--- src/rtl/fetch_unit.sv ---
// Purpose     : instruction-fetch stage with program counter and IF/ID pipeline register.
// Latency     : IF/ID updates at the edge that ends the cycle imem_ready is seen (1 instr/cycle with zero-wait memory).
// Backpressure: freeze holds IF/ID; a word returning under freeze is parked in hold_reg and fetching pauses.
//
// Ports
//   clk, rst            : rising-edge clock, asynchronous active-low reset
//   freeze              : hazard stall, IF/ID keeps its contents
//   branch_taken/_address : EXE redirect; flushes IF/ID, retargets the PC
//   imem_req/addr       : fetch request, address held stable until imem_ready
//   imem_ready/rdata    : one-cycle completion pulse with the fetched word
//   PC/Instruction/valid: IF/ID register towards decode (valid=0 is a bubble)

module fetch_unit #(
  parameter logic [31:0] RESET_PC = 32'h0000_0000,
  parameter int unsigned PC_STEP  = 4
) (
  input  logic        clk,
  input  logic        rst,
  input  logic        freeze,
  input  logic        branch_taken,
  input  logic [31:0] branch_address,
  output logic        imem_req,
  output logic [31:0] imem_addr,
  input  logic        imem_ready,
  input  logic [31:0] imem_rdata,
  output logic [31:0] PC,
  output logic [31:0] Instruction,
  output logic        valid
);

  localparam logic [31:0] STEP = 32'(PC_STEP);

  typedef enum logic {
    FETCH = 1'b0,
    HOLD  = 1'b1
  } state_t;

  state_t      state;
  logic [31:0] pc_reg;
  logic [31:0] hold_reg;
  logic [31:0] tgt_reg;
  logic        redir;
  logic [31:0] pc_next;

  // 32-bit add wraps naturally, so the top word rolls over to 0.
  assign pc_next = pc_reg + STEP;

  // A request is outstanding whenever we are fetching; the reset term
  // keeps the memory interface quiet for as long as rst is held low.
  assign imem_req  = rst & (state == FETCH);
  assign imem_addr = pc_reg;

  always_ff @(posedge clk or negedge rst) begin
    if (!rst) begin
      state       <= FETCH;
      pc_reg      <= RESET_PC;
      hold_reg    <= '0;
      tgt_reg     <= '0;
      redir       <= 1'b0;
      PC          <= '0;
      Instruction <= '0;
      valid       <= 1'b0;
    end else if (branch_taken) begin
      // Branch wins over freeze and ready: flush IF/ID unconditionally.
      PC          <= '0;
      Instruction <= '0;
      valid       <= 1'b0;
      if (state == HOLD) begin
        // Parked word is on the wrong path; simply leaving HOLD drops it.
        pc_reg <= branch_address;
        state  <= FETCH;
      end else if (imem_ready) begin
        // The in-flight request completes now, so retarget directly.
        // This also supersedes any earlier pending redirect.
        pc_reg <= branch_address;
        redir  <= 1'b0;
      end else begin
        // Address must not move mid-request: remember the target and
        // throw away the word when it eventually arrives.
        tgt_reg <= branch_address;
        redir   <= 1'b1;
      end
    end else if (state == HOLD) begin
      if (!freeze) begin
        // pc_reg already advanced when the word was parked, so it is
        // exactly the held instruction's address + step.
        Instruction <= hold_reg;
        PC          <= pc_reg;
        valid       <= 1'b1;
        state       <= FETCH;
      end
    end else if (imem_ready) begin
      if (redir) begin
        // Wrong-path word from before the branch: discard it.
        pc_reg <= tgt_reg;
        redir  <= 1'b0;
        if (!freeze) begin
          PC          <= '0;
          Instruction <= '0;
          valid       <= 1'b0;
        end
      end else begin
        pc_reg <= pc_next;
        if (freeze) begin
          hold_reg <= imem_rdata;
          state    <= HOLD;
        end else begin
          Instruction <= imem_rdata;
          PC          <= pc_next;
          valid       <= 1'b1;
        end
      end
    end else if (!freeze) begin
      // Memory still busy: decode sees a bubble.
      PC          <= '0;
      Instruction <= '0;
      valid       <= 1'b0;
    end
  end

endmodule
--- config.mk ---
export PLATFORM = sky130hd
export DESIGN_NAME = fetch_unit
export DESIGN_NICKNAME = d
export VERILOG_FILES = /design/src/rtl/fetch_unit.sv
export SDC_FILE = /design/constraint.sdc
export NUM_CORES = 1
export LEC_CHECK = 0
export ABC_AREA = 0
export CAP_MARGIN = 0
export CORE_ASPECT_RATIO = 1.75
export CORE_UTILIZATION = 47
export CTS_CLUSTER_DIAMETER = 100
export DETAILED_ROUTE_END_ITERATION = 8
export PLACE_DENSITY = 0.73
export SYNTH_ARGS = -nofsm -noshare
export SYNTH_HDL_FRONTEND = slang
export SYNTH_SLANG_ARGS = --single-unit
--- constraint.sdc ---
create_clock -name clk -period 1.95 [get_ports clk]
set_input_delay 0.39 -clock clk [delete_from_list [all_inputs] [get_ports clk]]
set_output_delay 0.39 -clock clk [all_outputs]
set_load 0.005 [all_outputs]
Word level (Yosys, flattened, before mapping)
Index checks and enable logic that the tools add are counted. Widths: inputs -> output; s select.

Output and inout bits: 98. Logic and storage cells: 60. Flip-flop bits (word level): 163. Input bits: 69.

Equal/unequal tests: 3. Reductions and logical operators: 7. Bitwise operators: 5. Add/sub/neg operators: 1. Multiplexer cells: 36.

Operators with widths (count): $mux 32 (20); $add 32x3->32 const B (1); $mux 1 (16); $reduce_and 3->1 (2); $reduce_and 5->1 (1); $ne 4x3->1 const B (1); $not 1->1 (4); $reduce_and 2->1 (2); $reduce_bool 2->1 (2); $ne 3x3->1 const B (1); $ne 2x2->1 const B (1); $and 1x1->1 (1).

Logic depth before layout (Yosys ltp)
Depth after elaboration: 6. Mapped depth: 8. Depth with buffers taken out: 6.

Worst setup path before layout
No wires, ideal clock.

Path kind: reg2reg. Start: reg pc_reg[2], in the netlist imem_addr[2]. End: reg PC[20]. Data required time: 1.813 ns. Path slack: -0.108 ns. Data arrival time: 1.921 ns. Period minus slack after synthesis: 2.058 ns. Stages on the path, launching flop included: 7. Path buffers: 0. Library setup time: 0.137 ns. Path through: dfrtp_1 -> ha_1 -> nand3_1 -> or4_1 -> nor2_1 -> mux2i_1 -> o22ai_1.

Cells in the longest elaborated chain, start to end: 6.

Ends and longest elaborated chain: from (decl) (RTL line 39) `logic [31:0] pc_reg;`; from (signal assigned) (RTL line 70) `pc_reg <= branch_address;`; from (signal assigned) (RTL line 75) `pc_reg <= branch_address;`; from (signal assigned) (RTL line 95) `pc_reg <= tgt_reg;`; $add 32x3->32 (RTL line 46) `assign pc_next = pc_reg + STEP;`; $mux 32 (RTL line 104) `if (freeze) begin`; $mux 32 (RTL line 93) `if (redir) begin`; $mux 32 (RTL line 92) `end else if (imem_ready) begin`; $mux 32 (RTL line 83) `end else if (state == HOLD) begin`; $mux 32 (RTL line 63) `end else if (branch_taken) begin`; to (signal assigned) (RTL line 88) `PC <= pc_reg;`; to (signal assigned) (RTL line 109) `PC <= pc_next;`; to (decl) (RTL line 26) `output logic [31:0] PC,`.

No other way between the ends. The select of a mux whose other input is x is not followed. A chain may end at the register's enable or synchronous reset.

Worst setup path after layout
Start: reg pc_reg[7], in the netlist imem_addr[7]. End: out imem_addr[7].

RTL lines: to (decl) (RTL line 23) `output logic [31:0] imem_addr,`.

No word-level cell between the ends.

==> key figures <==
Synthesis
  – Syn_area_per_cell: between 10 and 15 µm²
  – Area leader, netlist: dfrtp_1
  – Distinct cells, synth: 61
  – Synth top area cells: dfrtp_1 (50%), mux2_2 (8.8%), nor2_1 (4.1%)
  – Async S/R FF share, synth: 100%
  – Mapped Cells: around 800
  – Ys flop type: dfrtp_1
  – Number of enable flip-flop cells after synthesis: 0
  – Synth top area share: 50.1%
  – Seq/Total Area, Yosys: 50.1%
  – Syn Nets: 884
  – Post-synthesis cell area: 8150 µm²
  – Synth warnings: 0
  – #FFs+latches synth: 163

Global routing
  – First-pass GRT wire length: 39000 µm
  – GRT Util Overall: between 20% and 30%
  – Number of global-route vias before repair: approximately 7300
  – GRT busiest layer: met2
  – M2 GR Usage: between 40% and 50%
  – Met1 usage: between 30% and 40%
  – GRT Residual Overflow: 0
  – GRT met3 Usage: ~4.6%
  – Largest net degree at the start of global routing: 164
  – Initial antenna violation count: 0

Layout
  – Layout cells sized above 1: 22.5%
  – Fin nets: between 1000 and 1500
  – # diodes: 0
  – Area grow syn2layout: 39.1%
  – Non-Filler Instances: roughly 1300

STA
  – Max Clk Rate: roughly 520 MHz
  – Min Hold Slack: roughly 47 ps
  – Pins Over Slew Limit: 0
  – Tcrit/Tclk final: 98.7%
  – RSZ-0062 raised after global routing: true
  – Endpoints failing setup: 0
  – Skew final: between 15 and 20 ps
  – Actual slew at the worst max-slew pin: 948 ps
  – Fin. Hold Viols: 0
  – Slew headroom: between 30% and 40%
  – Crit path time final: between 1500 and 2000 ps

Hold path
  – HP Class: input port to async pin

Drt
  – 1st-pass router iterations: 5
  – Vias per inst: 5.88
  – Post-Route WL: around 24000 µm
  – Iter 0 DRT Violations: around 530
  – Drt drc: 0
  – Routed Antenna Nets: 0
  – Via count: 7499
  – WL per Instance: roughly 19 µm

Setup path
  – Crit. End Element: output port
  – Crit-path slowest cell: clkdlybuf4s50_1
  – WP data required: between 1500 and 2000 ps
  – Critical Path Start Type: flop
  – Cells along the critical path: buf_4, clkdlybuf4s50_1
  – Crit path DAT: approximately 1500 ps
  – Crit Path Class: flop to output port
  – Largest stage delay, worst path: 500 ps
  – Crit-path max FO: 6

Clock tree
  – Clock buffer depth: 2
  – Clock transition at path regs: 80 ps
  – CTS Buf Count: 17
  – Clock H-tree levels: 4
  – Clock sink count: 163
  – Worst-Skew Late Latency: roughly 440 ps
  – TritonCTS clock tree: yes
  – Root buffer cell: clkbuf_16

Floorplan
  – Die width: roughly 100 µm
  – Top Ports: 167
  – Core Area: between 15000 and 20000 µm²
  – Die Y: ~180 µm
  – Die footprint: approximately 18000 µm²
  – Row cnt: 63
  – Initial Util: about half

Place
  – Buffers on Ports: about 170
  – Hpwl dp: roughly 17000 µm
  – Placed cells: approximately 1200
  – Routability cong.: 0.872

Power
  – Maximum VDD drop: about 550 µV
  – Total leakage power: roughly 4.8 nW
  – Power Density: around 880 nW/µm²

Status
  – Outcome: completed

Flow run
  – Max Cap Viol: 0
[kinds of logic after synthesis]
group                    share of synthesized area, %
flip-flops                                       50.1
multiplexers                                     10.7
XOR/XNOR                                         1.08
AND/OR/NAND/NOR                                  14.6
buffers and inverters                            4.12
AO/OA/AOI/OAI                                    19.3
adder cells (fa/ha/maj)                         0.154
[final cells by class]
type / instances / area, µm²
clock buffers: 18 / 439
clock inverters: 14 / 116
fillers: 1374 / 5610
inverters: 10 / 37.5
multi-input cells: 570 / 3790
flip-flops and latches: 163 / 4090
well taps: 227 / 284
repair buffers: 274 / 2580
[report_power, final]
group / total, mW / switching, mW / internal (mW)
logic: 2.54 / 1.18 / 1.36
registers: 4.23 / 0.338 / 3.90
clock network: 3.21 / 1.51 / 1.70
[routing by layer]
metal | wire length, µm | vias up
met1 | 9580 | 3674
met5 | 0 | -
met4 | 1060 | 0
met3 | 1310 | 66
li1 | - | 3472
met2 | 12500 | 287
[worst paths after layout]
check / start / endpoint / slack [ps] / cells after the start
min in group clk: branch_taken / redir$_DFFE_PN0P_ / 440 / 4
max in group asynchronous: rst / state$_DFF_PN0_ / 1090 / 2
setup / recovery: imem_addr[7]$_DFFE_PN0P_ / imem_addr[7] / 30 / 2
hold reg to reg: tgt_reg[13]$_DFFE_PN0P_ / tgt_reg[13]$_DFFE_PN0P_ / 510 / 1
setup reg to reg: imem_addr[16]$_DFFE_PN0P_ / PC[20]$_DFFE_PN0P_ / 30 / 7
hold / removal: rst / tgt_reg[21]$_DFFE_PN0P_ / 50 / 2
[cell usage after synthesis, types with 3 or more instances]
cell,number
a221o_1,3
nor2b_1,3
a222oi_1,6
buf_2,13
o2bb2ai_1,3
xnor2_1,7
and4_1,3
buf_4,4
a21oi_1,52
nor3_1,45
o21ai_0,56
nor3b_1,3
a22o_1,5
nand2b_1,4
nand2_1,48
buf_1,6
a211oi_1,4
a221oi_1,34
dfrtp_1,163
nor4_1,5
nand3_1,14
clkbuf_1,48
o211ai_1,3
mux2i_1,15
xor2_1,3
mux2_2,64
nand4_1,3
a311oi_1,5
nor2_1,89
inv_1,10
o31a_1,6
o22ai_1,19
and3_1,20
a22oi_1,8
a31oi_1,7
[what timing repair did]
item / in CTS / in global routing
setup buffers: 2 / 5
endpoints found under the setup margin: 8 / 28
pin swaps: 0 / 2
hold buffers: 0 / 0
gates resized for setup: 6 / 13
[worst max-delay path: cells and delay by family (launching register included)]
family   cells  cell delay (ps)
flops        1              410
buf+inv      2              680
[stage by stage]
stage | instance area, µm² | util [%] | TNS [ps] | setup slack [ps] | power (mW)
CTS | 11300 | 66.5 | 0 | 1.18 | 10.0
detailed placement | 10700 | 63.1 | -4760 | -149 | 6.79
global placement | 10700 | 63.1 | -1270 | -97.3 | 6.72
floorplan | 8160 | - | 0 | 11.8 | 5.44
global route | 11300 | 66.9 | -18.9 | -17.4 | 10.5
finish | 11300 | 66.9 | 0 | 26.2 | 9.99
[layout by cell type, fill, tap and decap left out, drive strengths merged, types with 5 or more instances in the layout]
cell             n
buf            111
dfrtp          163
and3            20
nor3            47
mux2            64
a311oi           5
a31oi            7
o22ai           19
a21oi           52
xnor2            7
o21ai           56
nand2           48
a22oi            8
nand3           14
nor4             5
a221oi          34
a222oi           6
clkbuf          18
a22o             5
o31a             6
nand4            6
mux2i           15
nor2            89
inv             17
clkdlybuf4s50  162
Note: power is estimated with default switching activity, not from simulation.
